--- src/rtl/n_shift_pkg.sv ---
// Shared opcodes and helpers for the universal shift register family.
package n_shift_pkg;

  typedef logic [2:0] op_t;

  localparam op_t OP_HOLD = 3'b000;
  localparam op_t OP_SHL  = 3'b001;
  localparam op_t OP_SHR  = 3'b010;
  localparam op_t OP_ROL  = 3'b011;
  localparam op_t OP_ROR  = 3'b100;
  localparam op_t OP_LOAD = 3'b101;
  localparam op_t OP_ASR  = 3'b110;
  localparam op_t OP_CLR  = 3'b111;

  // Ops that move a lane and therefore advance the frame counter.
  function automatic logic is_step_op(input op_t op);
    return (op == OP_SHL) || (op == OP_SHR) || (op == OP_ROL) ||
           (op == OP_ROR) || (op == OP_ASR);
  endfunction

endpackage

--- src/rtl/shift_frame_cnt.sv ---
// Step counter that wraps after STEPS steps and emits a one-cycle done pulse on the wrap.
module shift_frame_cnt #(
  parameter int STEPS = 8,
  parameter int CW    = $clog2(STEPS) + 1
) (
  input  logic          clk,
  input  logic          rst,
  input  logic          en,
  input  logic          step,
  input  logic          clr,
  output logic [CW-1:0] cnt,
  output logic          done
);

  localparam logic [CW-1:0] LAST = CW'(STEPS - 1);

  // NOTE: sequential state uses non-blocking assignments so every register samples pre-edge values.
  always_ff @(posedge clk or posedge rst) begin
    if (rst) begin
      cnt  <= '0;
      done <= 1'b0;
    end else begin
      done <= 1'b0;
      if (en) begin
        if (clr) begin
          cnt <= '0;
        end else if (step) begin
          if (cnt == LAST) begin
            cnt  <= '0;
            done <= 1'b1;
          end else begin
            cnt <= cnt + 1'b1;
          end
        end
      end
    end
  end

endmodule

--- src/rtl/n_univ_shift_reg.sv ---
// N-bit universal shift register moving W bits per step, with registered serial-out and frame counter.
// Optional registered parity output enabled by defining N_UNIV_SHIFT_REG_PARITY_EN.
module n_univ_shift_reg
  import n_shift_pkg::*;
#(
  parameter int N = 8,
  parameter int W = 1
) (
  input  logic                      clk,
  input  logic                      rst,
  input  logic                      en,
  input  logic [2:0]                op,
  input  logic [W-1:0]              sin,
  input  logic [N-1:0]              pin,
  output logic [N-1:0]              pout,
  output logic [W-1:0]              sout,
  output logic [$clog2(N/W):0]      shift_cnt,
  output logic                      frame_done
`ifdef N_UNIV_SHIFT_REG_PARITY_EN
  ,
  output logic                      parity
`endif
);

  if (N < 2 || W < 1 || W >= N || (N % W) != 0) begin : g_bad_params
    $fatal(1, "n_univ_shift_reg: need N >= 2, 1 <= W < N and N %% W == 0");
  end

  localparam int STEPS = N / W;

  logic [N-1:0] q, q_nxt;
  logic [W-1:0] sout_nxt;

  // NOTE: every always_comb output gets a default first so no latch is inferred.
  always_comb begin
    q_nxt    = q;
    sout_nxt = sout;
    unique case (op)
      OP_SHL: begin
        q_nxt    = {q[N-W-1:0], sin};
        sout_nxt = q[N-1:N-W];
      end
      OP_SHR: begin
        q_nxt    = {sin, q[N-1:W]};
        sout_nxt = q[W-1:0];
      end
      OP_ROL: begin
        q_nxt    = {q[N-W-1:0], q[N-1:N-W]};
        sout_nxt = q[N-1:N-W];
      end
      OP_ROR: begin
        q_nxt    = {q[W-1:0], q[N-1:W]};
        sout_nxt = q[W-1:0];
      end
      OP_LOAD: begin
        q_nxt    = pin;
        sout_nxt = '0;
      end
      OP_ASR: begin
        q_nxt    = {{W{q[N-1]}}, q[N-1:W]};
        sout_nxt = q[W-1:0];
      end
      OP_CLR: begin
        q_nxt    = '0;
        sout_nxt = '0;
      end
      default: ;
    endcase
  end

  always_ff @(posedge clk or posedge rst) begin
    if (rst) begin
      q    <= '0;
      sout <= '0;
    end else if (en) begin
      q    <= q_nxt;
      sout <= sout_nxt;
    end
  end

`ifdef N_UNIV_SHIFT_REG_PARITY_EN
  // Parity tracks the value q takes on this edge, so it never lags pout.
  always_ff @(posedge clk or posedge rst) begin
    if (rst)     parity <= 1'b0;
    else if (en) parity <= ^q_nxt;
  end
`endif

  shift_frame_cnt #(
    .STEPS (STEPS),
    .CW    ($clog2(STEPS) + 1)
  ) u_frame_cnt (
    .clk  (clk),
    .rst  (rst),
    .en   (en),
    .step (is_step_op(op)),
    .clr  ((op == OP_LOAD) || (op == OP_CLR)),
    .cnt  (shift_cnt),
    .done (frame_done)
  );

  assign pout = q;

endmodule

--- config.mk ---
export PLATFORM = sky130hd
export DESIGN_NAME = n_univ_shift_reg
export DESIGN_NICKNAME = d
export VERILOG_FILES = /design/src/rtl/n_shift_pkg.sv /design/src/rtl/shift_frame_cnt.sv /design/src/rtl/n_univ_shift_reg.sv
export SDC_FILE = /design/constraint.sdc
export NUM_CORES = 1
export LEC_CHECK = 0
export CORE_UTILIZATION = 30
export CTS_BUF_LIST = sky130_fd_sc_hd__clkbuf_8
export DETAILED_ROUTE_END_ITERATION = 10
export PLACE_DENSITY = 0.63
export SETUP_SLACK_MARGIN = 0.15
export SLEW_MARGIN = 5
export SYNTH_ARGS = -nofsm -noshare
export SYNTH_HDL_FRONTEND = slang
export SYNTH_HIERARCHICAL = 1
export SYNTH_SLANG_ARGS = --single-unit
--- constraint.sdc ---
create_clock -name clk -period 1.1 [get_ports clk]
set_input_delay 0.22 -clock clk [delete_from_list [all_inputs] [get_ports clk]]
set_output_delay 0.22 -clock clk [all_outputs]
set_load 0.005 [all_outputs]
==> impl_metrics.yaml <==
timing:
  relSlewSlack_pct: 73.1
  timing.fmax_mhz: 846
  hold_viol_final: 0
  min_period_over_period_pct: 107
  drv_slew: 0
  setup_viol: 6
  rsz0062_at_grt: "true"
  whs_ns: 0.208
  fin_skew_ns: 0.00353
  post-route-min-period_ns: 1.18
  timing.final.ws_setup_ns: -0.0818
  worst_pin_slew_ns: 0.403
  finalSetupTns_ns: -0.340
drt:
  wirelength_mm: 3.19
  drt_drc_violations_left: 4
  drtIter0Drc: 41
  dr.pass1.iters: 7
  vias_per_cell: 5.47
  wl_per_cell_um: 15.9
  detail-route-antenna-nets: 0
  vias: 1100
cells_and_area:
  final_util_pct: 62.0
  layout_common_cells: "25 x buf_6, 24 x buf_4, 14 x dfrtp_1"
  postLayoutCellArea_um2: 1740
  fin_cells: 201
  insertedDiodeCount: 0
  fill_cells: 225
  finish.net_count: 188
  layout_commonest_cell: "buf_6"
  drive_gt1_share_pct: 53.5
  area_delta_synth_final_pct: 92.1
yosys:
  syn-cell-area_um2: 905
  yosysWarnings: 6
  syn-num-nets: 114
  syn_area_per_cell_um2: 9.23
  synthTopCellsByArea: "dfrtp_1 39%, a32oi_1 6.8%, a31oi_1 6.2%"
  yosysTopAreaCell: "dfrtp_1"
  ys_ff_latch: 14
  synth.distinct_cells: 39
  yosysSeqAreaShare_pct: 38.7
  syn_inst: 98
  yosys.area.top_type_share_pct: 38.7
placement:
  place_area_um2: 1400
  place_inst: 178
  gp_congestion: 0.841
  port_buffers: 28
  dp_slack_ns: -0.682
  detailed_place_hpwl_mm: 1.93
floorplan:
  ios: 29
  die_height_um: 56.9
  core_area_um2: 2810
  start_util_pct: 32.2
  dieArea_um2: 3240
  num_rows: 19
  fp.dieW_um: 56.9
run_status:
  outcome: "finished, violations left"
  violations: "DRC, setup timing"
worst_setup_path:
  crit_arrival_ns: 1.31
  worstSetupStartpointType: "flop"
  crit_type: "flop to flop"
  cp_max_fo: 2
  required_ns: 1.23
  crit_path_end_kind: "flop"
clock_network:
  clock_sinks: 14
  cts_root_buf: "clkbuf_8"
  cts_made_buffers: 3
  clk_pin_slew_ns: 0.06
  clockBufferDepth: 2
  clk_latency_ns: 0.24
  cts_tree: "done"
  htree_levels: 1
grt:
  gr-usage-all-layers_pct: 20.3
  grt_max_degree: 13
  antenna_found_initial: 0
  gr-total-overflow: 0
  grt_pass1_vias: 1146
  grt_pass1_wl_mm: 5.06
power_and_ir_drop:
  p_leak_nw: 0.797
  total_power_mw: 2.26
  power.density_nw_per_um2: 1300
  vdd_drop_max_v: 0.000836
flow_run:
  max_cap_viol_count: 0
hold_path:
  hp-class: "input pin to async pin"
==> layer usage <==
layer  share of wire, %  wire length, µm  vias up  track usage (%)
li1                   -                -      523                -
met1                 39             1240      522             23.1
met2                 54             1710       47             35.6
met3                6.1              194        8             5.76
met4                1.4               46        0             8.01
met5                  0                0        -                0
==> cell usage after synthesis <==
cell       count
xor2_1         1
a21oi_1        4
o32a_1         1
a32oi_1        7
a22o_1         1
nand4b_1       1
o22ai_1        1
a31oi_1        9
inv_1          7
o21ba_2        1
inv_2          1
o211ai_1       1
nand3_1        3
and2b_1        1
or2b_1         1
a21bo_2        1
o21a_1         1
buf_2          1
o311ai_1       1
o31a_1         1
nor2_1        11
a222oi_1       1
ha_1           1
and4_4         1
o21ai_1        2
a32o_1         1
nor2b_1        1
o31ai_1        1
dfrtp_1       14
and3b_1        4
buf_6          3
nand3b_1       1
o21ai_0        3
nor3b_2        1
nor2_2         1
nand4_1        1
buf_4          1
nand2_1        4
o2111ai_1      1
==> final cells by class <==
| cell class | count | area [µm²] | area share (%) |
|---|---|---|---|
| Clock buffer | 3 | 41.3 | 2.38 |
| Inverter | 8 | 40.0 | 2.30 |
| Multi-Input combinational cell | 72 | 622 | 35.8 |
| Sequential cell | 14 | 350 | 20.2 |
| Tap cell | 31 | 38.8 | 2.23 |
| Timing Repair Buffer | 73 | 646 | 37.1 |
==> kinds of logic (layout without fill, tap and decap cells) <==
family,after synthesis,after routing,synth area share [%]
xor gates and xnor gates,1,1,0.968
buffers and inverters,13,84,8.44
adders and majority gates,1,1,1.38
DFF,14,14,38.7
AOI/OAI and AO/OA,38,39,30.6
and+or+nand+nor,31,31,19.9
==> worst max-delay path, cell delays in order (launching register included) <==
cell and delay [ns]:
dfrtp_1 0.40, buf_6 0.13, a32o_1 0.21, o32a_1 0.33
==> path summary, 6_finish.rpt <==
| check | from | end | slack [ns] | cells past startpoint |
|---|---|---|---|---|
| setup / recovery | pout[0] | pout[7] | -0.08 | 3 |
| hold / removal | rst | u_frame_cnt/done | 0.21 | 2 |
| setup reg to reg | pout[0] | pout[7] | -0.08 | 3 |
| hold reg to reg | u_frame_cnt/cnt[3] | u_frame_cnt/done | 0.65 | 3 |
| max in group asynchronous | rst | pout[3] | 0.52 | 2 |
| min in group clk | op[1] | pout[0] | 0.36 | 3 |
==> where the power goes <==
| part | switching [mW] | internal (mW) |
|---|---|---|
| clock network | 0.168 | 0.242 |
| registers | 0.0637 | 0.614 |
| logic | 0.473 | 0.699 |
==> registers in the layout (all words and copies together) (netlist names) <==
register / flops
pout: 8
u_frame_cnt/cnt: 4
sout: 1
u_frame_cnt/done: 1
==> repair_timing <==
item / 4_1_cts / 5_1_grt
hold buffers: 0 / 0
gates resized for setup: 107 / 15
buffers inserted: 16 / 3
gates cloned: 1 / 0
pin swaps: 19 / 14
endpoints found under the setup margin: 28 / 28
No activity file was read; power rests on OpenSTA's default activity.
